## src/rtl/song_pkg.sv

```systemverilog
// Shared widths, ROM entry layout, FSM encodings and the song table for song_reader.
package song_pkg;

  localparam int unsigned SONG_BITS  = 2;
  localparam int unsigned INDEX_BITS = 5;
  localparam int unsigned NOTE_W     = 6;
  localparam int unsigned ENTRY_W    = 16;

  localparam int unsigned ADV_BIT    = 15;
  localparam int unsigned NOTE_LSB   = 9;
  localparam int unsigned DUR_LSB    = 3;

  // {is_advance, note} of an end marker
  localparam logic [NOTE_W:0] END_MARK = '0;

  typedef enum logic [2:0] {
    S_IDLE,
    S_FETCH,
    S_WAIT_ROM,
    S_DECODE,
    S_ISSUE,
    S_WAIT_BEATS,
    S_DONE
  } state_t;

  function automatic logic [ENTRY_W-1:0] mk_entry(input logic adv,
                                                  input logic [NOTE_W-1:0] note,
                                                  input logic [NOTE_W-1:0] dur);
    return {adv, note, dur, 3'b000};
  endfunction

  // Song contents; unlisted slots read as end markers, song 3 fills every slot.
  function automatic logic [ENTRY_W-1:0] song_table(input int unsigned song,
                                                    input int unsigned idx);
    logic [ENTRY_W-1:0] w;
    w = '0;
    case (song)
      0: begin
        case (idx)
          0:       w = mk_entry(1'b0, 6'd1,  6'd8);
          1:       w = mk_entry(1'b0, 6'd51, 6'd3);
          2:       w = mk_entry(1'b1, 6'd0,  6'd4);
          3:       w = mk_entry(1'b0, 6'd10, 6'd5);
          default: w = '0;
        endcase
      end
      1: begin
        if (idx == 0) w = mk_entry(1'b0, 6'd57, 6'd5);
      end
      2: begin
        case (idx)
          0:       w = mk_entry(1'b0, 6'd33, 6'd2);
          1:       w = mk_entry(1'b0, 6'd40, 6'd7);
          default: w = '0;
        endcase
      end
      default: w = mk_entry(1'b0, NOTE_W'(idx + 1), NOTE_W'(1));
    endcase
    return w;
  endfunction

endpackage

```

## src/rtl/song_rom.sv

```systemverilog
// Synchronous song ROM, one-cycle read latency, address {song, index}.
module song_rom #(
  parameter int unsigned SONG_BITS  = song_pkg::SONG_BITS,
  parameter int unsigned INDEX_BITS = song_pkg::INDEX_BITS
) (
  input  logic                             clk,
  input  logic [SONG_BITS+INDEX_BITS-1:0]  addr,
  output logic [song_pkg::ENTRY_W-1:0]     data
);
  import song_pkg::*;

  always_ff @(posedge clk) begin
    data <= song_table(32'(addr[SONG_BITS+INDEX_BITS-1:INDEX_BITS]),
                       32'(addr[INDEX_BITS-1:0]));
  end

endmodule

```

## src/rtl/song_reader.sv

```systemverilog
// Walks a song's note/rest list from song_rom and feeds note loads to chords,
// timing rests on beat pulses.
module song_reader #(
  parameter int unsigned SONG_BITS  = song_pkg::SONG_BITS,
  parameter int unsigned INDEX_BITS = song_pkg::INDEX_BITS,
  parameter int unsigned NOTE_W     = song_pkg::NOTE_W
) (
  input  logic                 clk,
  input  logic                 reset,
  input  logic                 play,
  input  logic [SONG_BITS-1:0] song,
  input  logic                 beat,
  input  logic                 player_available,
  output logic                 new_note,
  output logic [NOTE_W-1:0]    note_to_load,
  output logic [NOTE_W-1:0]    duration_to_load,
  output logic                 play_enable,
  output logic                 song_done
);
  import song_pkg::*;

  state_t                  state, state_nx, step_state;
  logic [SONG_BITS-1:0]    song_q, song_q_nx;
  logic [INDEX_BITS-1:0]   index, index_nx, step_index;
  logic [NOTE_W-1:0]       beat_cnt, beat_cnt_nx;
  logic [ENTRY_W-1:0]      rom_data;
  logic                    adv_q;
  logic [NOTE_W-1:0]       note_q, dur_q;
  logic [NOTE_W-1:0]       note_hold, dur_hold;
  logic                    entry_ld;
  logic                    running;
  logic                    rsvd_unused;

  song_rom #(
    .SONG_BITS  (SONG_BITS),
    .INDEX_BITS (INDEX_BITS)
  ) u_rom (
    .clk  (clk),
    .addr ({song_q, index}),
    .data (rom_data)
  );

  assign rsvd_unused = ^rom_data[DUR_LSB-1:0];
  assign running     = (state != S_IDLE) && (state != S_DONE);

  // The last slot of a song finishes the song instead of wrapping the index.
  assign step_state  = (index == '1) ? S_DONE : S_FETCH;
  assign step_index  = index + 1'b1;

  always_ff @(posedge clk or negedge reset) begin
    if (!reset) begin
      state       <= S_IDLE;
      song_q      <= '0;
      index       <= '0;
      beat_cnt    <= '0;
      adv_q       <= 1'b0;
      note_q      <= '0;
      dur_q       <= '0;
      note_hold   <= '0;
      dur_hold    <= '0;
      play_enable <= 1'b0;
    end else begin
      state       <= state_nx;
      song_q      <= song_q_nx;
      index       <= index_nx;
      beat_cnt    <= beat_cnt_nx;
      play_enable <= play;
      if (entry_ld) begin
        adv_q  <= rom_data[ADV_BIT];
        note_q <= rom_data[NOTE_LSB +: NOTE_W];
        dur_q  <= rom_data[DUR_LSB +: NOTE_W];
      end
      if (new_note) begin
        note_hold <= note_q;
        dur_hold  <= dur_q;
      end
    end
  end

  always_comb begin
    state_nx    = state;
    song_q_nx   = song_q;
    index_nx    = index;
    beat_cnt_nx = beat_cnt;
    entry_ld    = 1'b0;
    new_note    = 1'b0;

    if (running && (song != song_q)) begin
      song_q_nx   = song;
      index_nx    = '0;
      beat_cnt_nx = '0;
      state_nx    = S_FETCH;
    end else begin
      case (state)
        S_IDLE: begin
          if (play) begin
            song_q_nx = song;
            index_nx  = '0;
            state_nx  = S_FETCH;
          end
        end
        S_FETCH: begin
          if (play) state_nx = S_WAIT_ROM;
        end
        S_WAIT_ROM: begin
          if (play) begin
            entry_ld = 1'b1;
            state_nx = S_DECODE;
          end
        end
        S_DECODE: begin
          if (play) begin
            if ({adv_q, note_q} == END_MARK) begin
              state_nx = S_DONE;
            end else if (adv_q && (dur_q == '0)) begin
              index_nx = step_index;
              state_nx = step_state;
            end else if (adv_q) begin
              beat_cnt_nx = dur_q;
              state_nx    = S_WAIT_BEATS;
            end else begin
              state_nx = S_ISSUE;
            end
          end
        end
        S_ISSUE: begin
          if (play && player_available) begin
            new_note = 1'b1;
            index_nx = step_index;
            state_nx = step_state;
          end
        end
        S_WAIT_BEATS: begin
          if (play && beat) begin
            if (beat_cnt == NOTE_W'(1)) begin
              index_nx = step_index;
              state_nx = step_state;
            end else begin
              beat_cnt_nx = beat_cnt - 1'b1;
            end
          end
        end
        S_DONE: begin
          if (!play || (song != song_q)) state_nx = S_IDLE;
        end
        default: state_nx = S_IDLE;
      endcase
    end
  end

  assign song_done        = (state == S_DONE);
  assign note_to_load     = new_note ? note_q : note_hold;
  assign duration_to_load = new_note ? dur_q  : dur_hold;

endmodule
```

## config.mk

```make
export PLATFORM = sky130hd
export DESIGN_NAME = song_reader
export DESIGN_NICKNAME = d
export VERILOG_FILES = /design/src/rtl/song_pkg.sv /design/src/rtl/song_rom.sv /design/src/rtl/song_reader.sv
export SDC_FILE = /design/constraint.sdc
export NUM_CORES = 1
export LEC_CHECK = 0
export CAP_MARGIN = 20
export CORE_ASPECT_RATIO = 0.9
export CORE_MARGIN = 10
export CORE_UTILIZATION = 55
export DETAILED_ROUTE_END_ITERATION = 12
export GPL_TIMING_DRIVEN = 0
export PLACE_DENSITY = 0.78
export SKIP_CTS_REPAIR_TIMING = 1
export SYNTH_ARGS = -nofsm -noshare
export SYNTH_HDL_FRONTEND = slang
export SYNTH_SLANG_ARGS = --single-unit
export TNS_END_PERCENT = 10
```

## constraint.sdc

```tcl
create_clock -name clk -period 5.19 [get_ports clk]
set_input_delay 0.7785 -clock clk [delete_from_list [all_inputs] [get_ports clk]]
set_output_delay 0.7785 -clock clk [all_outputs]
set_load 0.1 [all_outputs]
```

Yosys cells after proc, flatten, opt, wreduce, memory -nomap -nowiden
Cells that the tools add are included.
Widths: inputs -> output; s select.
- $add $sub $neg: 3
- equality and inequality tests: 28
- muxes and demuxes: 46
- reduce and logical (&&, ||, !) cells: 21
- operator list (operator ; count):
    $pmux 16 s4 ; 1
    $mux 6 ; 9
    $pmux 16 s3 ; 1
    $mux 5 ; 8
    $ne 3x3->1 const B ; 13
    $mux 3 ; 12
    $pmux 15 s2 ; 1
    $pmux 3 s7 ; 1
    $pmux 5 s4 ; 1
    $reduce_and 8->1 ; 2
    $mux 15 ; 1
    $pmux 6 s2 ; 1
    $eq 5x2->1 const B ; 2
    $eq 3x3->1 const B ; 3
    $logic_not 7->1 ; 1
    $mux 1 ; 7
    $reduce_and 7->1 ; 1
    $add 5x1->6 const B ; 1
    $eq 3x2->1 const B ; 2
    $eq 6x1->1 const B ; 1
    $logic_not 6->1 ; 1
    $mux 2 ; 3
    $reduce_bool 3->1 ; 2
    $sub 6x1->6 const B ; 1
    other kinds (17) ; 22
- bits in registers: 58
- input bits: 7
- word-level logic and storage cells: 109

Longest topological paths before layout
- word-level depth: 7
- mapped depth: 9
- depth with buffers taken out: 8

By module
A second synthesis with hierarchy kept.
- cell total of the unflattened synthesis: 273
- area total of the unflattened synthesis: 2959.1 um2
- by module, submodules not included (module ; times used ; cells an instance ; area an instance (um2) ; sequential area each (um2)):
    song_reader ; 1 ; 212 ; 2402.3 ; 1051.0
    song_rom ; 1 ; 61 ; 556.8 ; 220.2

Worst setup path before layout
OpenSTA, ideal clock, no wires.
- path type: input -> output
- start point: input port song[0]
- end point: output port duration_to_load[4]
- data arrival time: 2.930 ns
- data required time: 4.411 ns
- path slack: 1.482 ns
- cell stages on the path: 5
- cells stage by stage: xnor2_1 nand2_2 nor3_1 buf_2 nor2b_1
- cells in the longest elaborated chain, start to end: 4
- ends and longest elaborated chain (item ; line ; text):
    start: declaration ; song_reader.sv:11 ; input logic [SONG_BITS-1:0] song,
    $ne 2x2->1 ; song_reader.sv:88 ; if (running && (song != song_q)) begin
    $logic_and 1x1->1 ; song_reader.sv:88 ;
    $mux 1 ; song_reader.sv:88 ;
    via new_note ; song_reader.sv:14 ; output logic new_note,
    $mux 6 ; n/a ;
    end: declaration ; song_reader.sv:16 ; output logic [NOTE_W-1:0] duration_to_load,
The timed path passes the listed nets, and every way through them passes these cells.

Worst setup path in the final report
- start point: input port song[1]
- end point: output port note_to_load[3]
- cells in the longest elaborated chain, start to end: 4
- ends and longest elaborated chain (item ; line ; text):
    $ne 2x2->1 ; song_reader.sv:88 ;
    $logic_and 1x1->1 ; song_reader.sv:88 ;
    $mux 1 ; song_reader.sv:88 ;
    $mux 6 ; n/a ;
    end: declaration ; song_reader.sv:15 ; output logic [NOTE_W-1:0] note_to_load,
No other way between the ends.

==> results.cfg <==
[outcome]
status = finished, final reports clean

[timing]
slew_headroom_pct = 33.87
timing.fmax_mhz = 211.5
rsz0062_at_grt = no
layout_min_cycle_time_ns = 4.727
worst_pin_slew_ns = 0.9888
finalSetupTns_ns = 0
hold_violations = 0
finalMaxSlewViolations = 0
fin_crit_sh_pct = 91.09
setup_viol = 0
finClkSkew_ns = 0.004583

[drt]
drc = 0
ant_nets = 0
firstDrtPassIters = 4
viasPerCell = 5.586
routed_wl_mm = 5.470
routed-via-count = 1983
first_iter_violations = 145
wl_per_cell_um = 15.41

[cells_and_area]
layout_commonest_cell = dfrtp_1
fin_nets = 306
diodes = 0
final_cell_mix = dfrtp_1, nand2_1, nor2_1
drive_gt1_share_pct = 17.75
final_cells = 355
syn2layout_area_growth_pct = 15.31

[synth]
syn-num-nets = 277
yosys_warnings = 0
synth_edf_count = 0
synth_cells = 263
synthFlopType = dfrtp_1
seq_area_frac_synth_pct = 46.54
synth.cell_area_sq_um = 2624
netlist-cell-type-count = 54
synth_area_per_cell_sq_um = 9.976
async_reset_ff_share_pct = 78.43
ys_ff_latch = 51

[die]
start_util_pct = 57.70
core_sq_um = 4547
num_io_pins = 22
die_x_um = 92.81
die_y_um = 85.53
num_rows = 23
dieArea_sq_um = 7937

[cts]
clockBufferDepth = 2
cts_tree = built
cts.sinks = 51
numCtsBuffers = 5
htreeDepth = 2
root_buffer = clkbuf_8
path_clk_slew_ns = 0.09
clk_latency_ns = 0.31

[worst_setup_path]
cp_cell_sequence = clkdlybuf4s50_1, xnor2_1, nand2_2, nor3_1, buf_2, mux2_2, clkdlybuf4s50_1
crit_buf_inv = 3
reg2reg_slack_ns = 2.94
path_delay_family = buffers and inverters
reg2reg_to = note_hold[3]
reg2regPathDepth = 5
critPathMostFrequentCell = clkdlybuf4s50_1
arrival_ns = 3.95
critPathMaxStageDelay_ns = 0.98
worstPathRequired_ns = 4.41
worst-setup-path-type = in2out
crit_start = song[1]
cp_slowest_cell = clkdlybuf4s50_1
rr_startpoint = song_q[1]
critPathMaxFanout = 10
end_kind = output pin
worstSetupStartpointType = primary input

[power_and_ir_drop]
p_leak_nw = 1.343
switching_share_pct = 38.70
power_frac_seq_pct = 39.8
p_per_area_nw_per_um2 = 435.0
ir_drop_uv = 238.6
combPwrFrac_pct = 41.6
p_switching_mw = 0.5094
pwr-share-clk_pct = 18.7
p_int_mw = 0.8067

[grt]
grt_pass1_vias = 2015
antenna_found_initial = 0
grt_usage_pct = 15.34
grt_max_degree = 36
grt_pass1_wl_mm = 9.942
gr-total-overflow = 0

[hold_path]
holdCritPathClass = in2async

[placed_design]
dpl.hpwl_mm = 4.069
port_buffers = 21
dp_cells = 347
gp_congestion = 0.9269

[job]
maxCapViolations = 0
==> registers in the layout, indices dropped and copies added, names as in the netlist <==
name,flops
index,5
play_enable,1
state,3
note_q,6
beat_cnt,6
song_q,2
dur_q,4
adv_q,1
dur_hold,6
u_rom.data,11
note_hold,6
==> power by group through the flow <==
stage	sequential (mW)	combinational, mW	clock (mW)
detailed placement	0.530	0.539	0
floorplan	0.517	0.431	0
CTS	0.523	0.545	0.252
global placement	0.527	0.528	0
global route	0.533	0.611	0.266
finish	0.523	0.547	0.246
==> routing by layer <==
| layer | wire, um | up-vias | global-route usage (%) |
|---|---|---|---|
| li1 | - | 991 | - |
| met1 | 2665 | 941 | 20.23 |
| met2 | 2484 | 43 | 23.62 |
| met3 | 252 | 8 | 4.355 |
| met4 | 68 | 0 | 5.042 |
| met5 | 0 | - | 0 |
==> cell type report <==
class / count / area [sq um]
buffer: 11 / 56.30
clock buffer: 6 / 82.58
clock inverter: 2 / 16.27
fill: 403 / 1521
inverter: 13 / 48.80
multi-input combinational: 188 / 1297
sequential: 51 / 1221
tap: 62 / 77.57
timing repair buffer: 22 / 225.2
==> worst max-delay path by stage <==
| stage | cells past startpoint | slack [ns] | to |
|---|---|---|---|
| CTS | 7 | 0.46 | note_to_load[3] |
| floorplan | 5 | 1.48 | duration_to_load[4] |
| global route | 7 | 0.27 | note_to_load[3] |
| finish | 7 | 0.46 | note_to_load[3] |
| detailed placement | 7 | 0.46 | note_to_load[3] |
| global placement | 7 | 0.49 | note_to_load[1] |
==> cells in the mapped netlist (3+ instances only) <==
cell	instances	area (sq um)
ha_1	7	87.58
nor2b_1	6	37.54
nand3_1	9	45.04
a21oi_1	9	45.04
buf_2	6	30.03
xnor2_1	3	26.28
o211ai_1	3	22.52
dfxtp_1	11	220.2
inv_1	13	48.80
clkbuf_1	4	15.01
o21a_1	4	30.03
nor3_1	6	30.03
dfrtp_1	40	1001
and2_1	3	18.77
nor2_1	25	93.84
o21ai_0	13	65.06
mux2_2	24	270.3
nand2_1	29	108.9
o22a_1	3	26.28
==> worst register-to-register path, delay by kind of cell (launching register included) <==
| family | cells | cell delay (ns) |
|---|---|---|
| muxes | 1 | 0.38 |
| and+or+nand+nor | 2 | 0.74 |
| xor gates and xnor gates | 1 | 0.25 |
| DFF | 1 | 0.41 |
| buffers and inverters | 1 | 0.36 |
==> per-stage QoR <==
| step | instance area, sq um | setup WS, ns | hold WS, ns | total power [mW] | utilization, % |
|---|---|---|---|---|---|
| 2_1_floorplan | 2624 | 1.482 | 0.4389 | 0.9480 | - |
| 3_3_place_gp | 2912 | 0.4940 | 0.4415 | 1.055 | 64.03 |
| 3_5_place_dp | 2927 | 0.4612 | 0.4470 | 1.069 | 64.36 |
| 4_1_cts | 3025 | 0.4594 | 0.2797 | 1.320 | 66.54 |
| 5_1_grt | 3025 | 0.2721 | 0.2802 | 1.410 | 66.54 |
| 6_report | 3025 | 0.4626 | 0.2832 | 1.316 | 66.54 |
==> cells by family after synthesis <==
logic type / Yosys count / share of synthesized area, %
AOI/OAI and AO/OA: 55 / 14.97
muxes: 26 / 11.06
buffers and inverters: 24 / 4.006
adders and majority gates: 7 / 3.338
and+or+nand+nor: 96 / 18.74
xor gates and xnor gates: 4 / 1.335
DFF: 51 / 46.54
No activity file was read; power rests on OpenSTA's default activity.
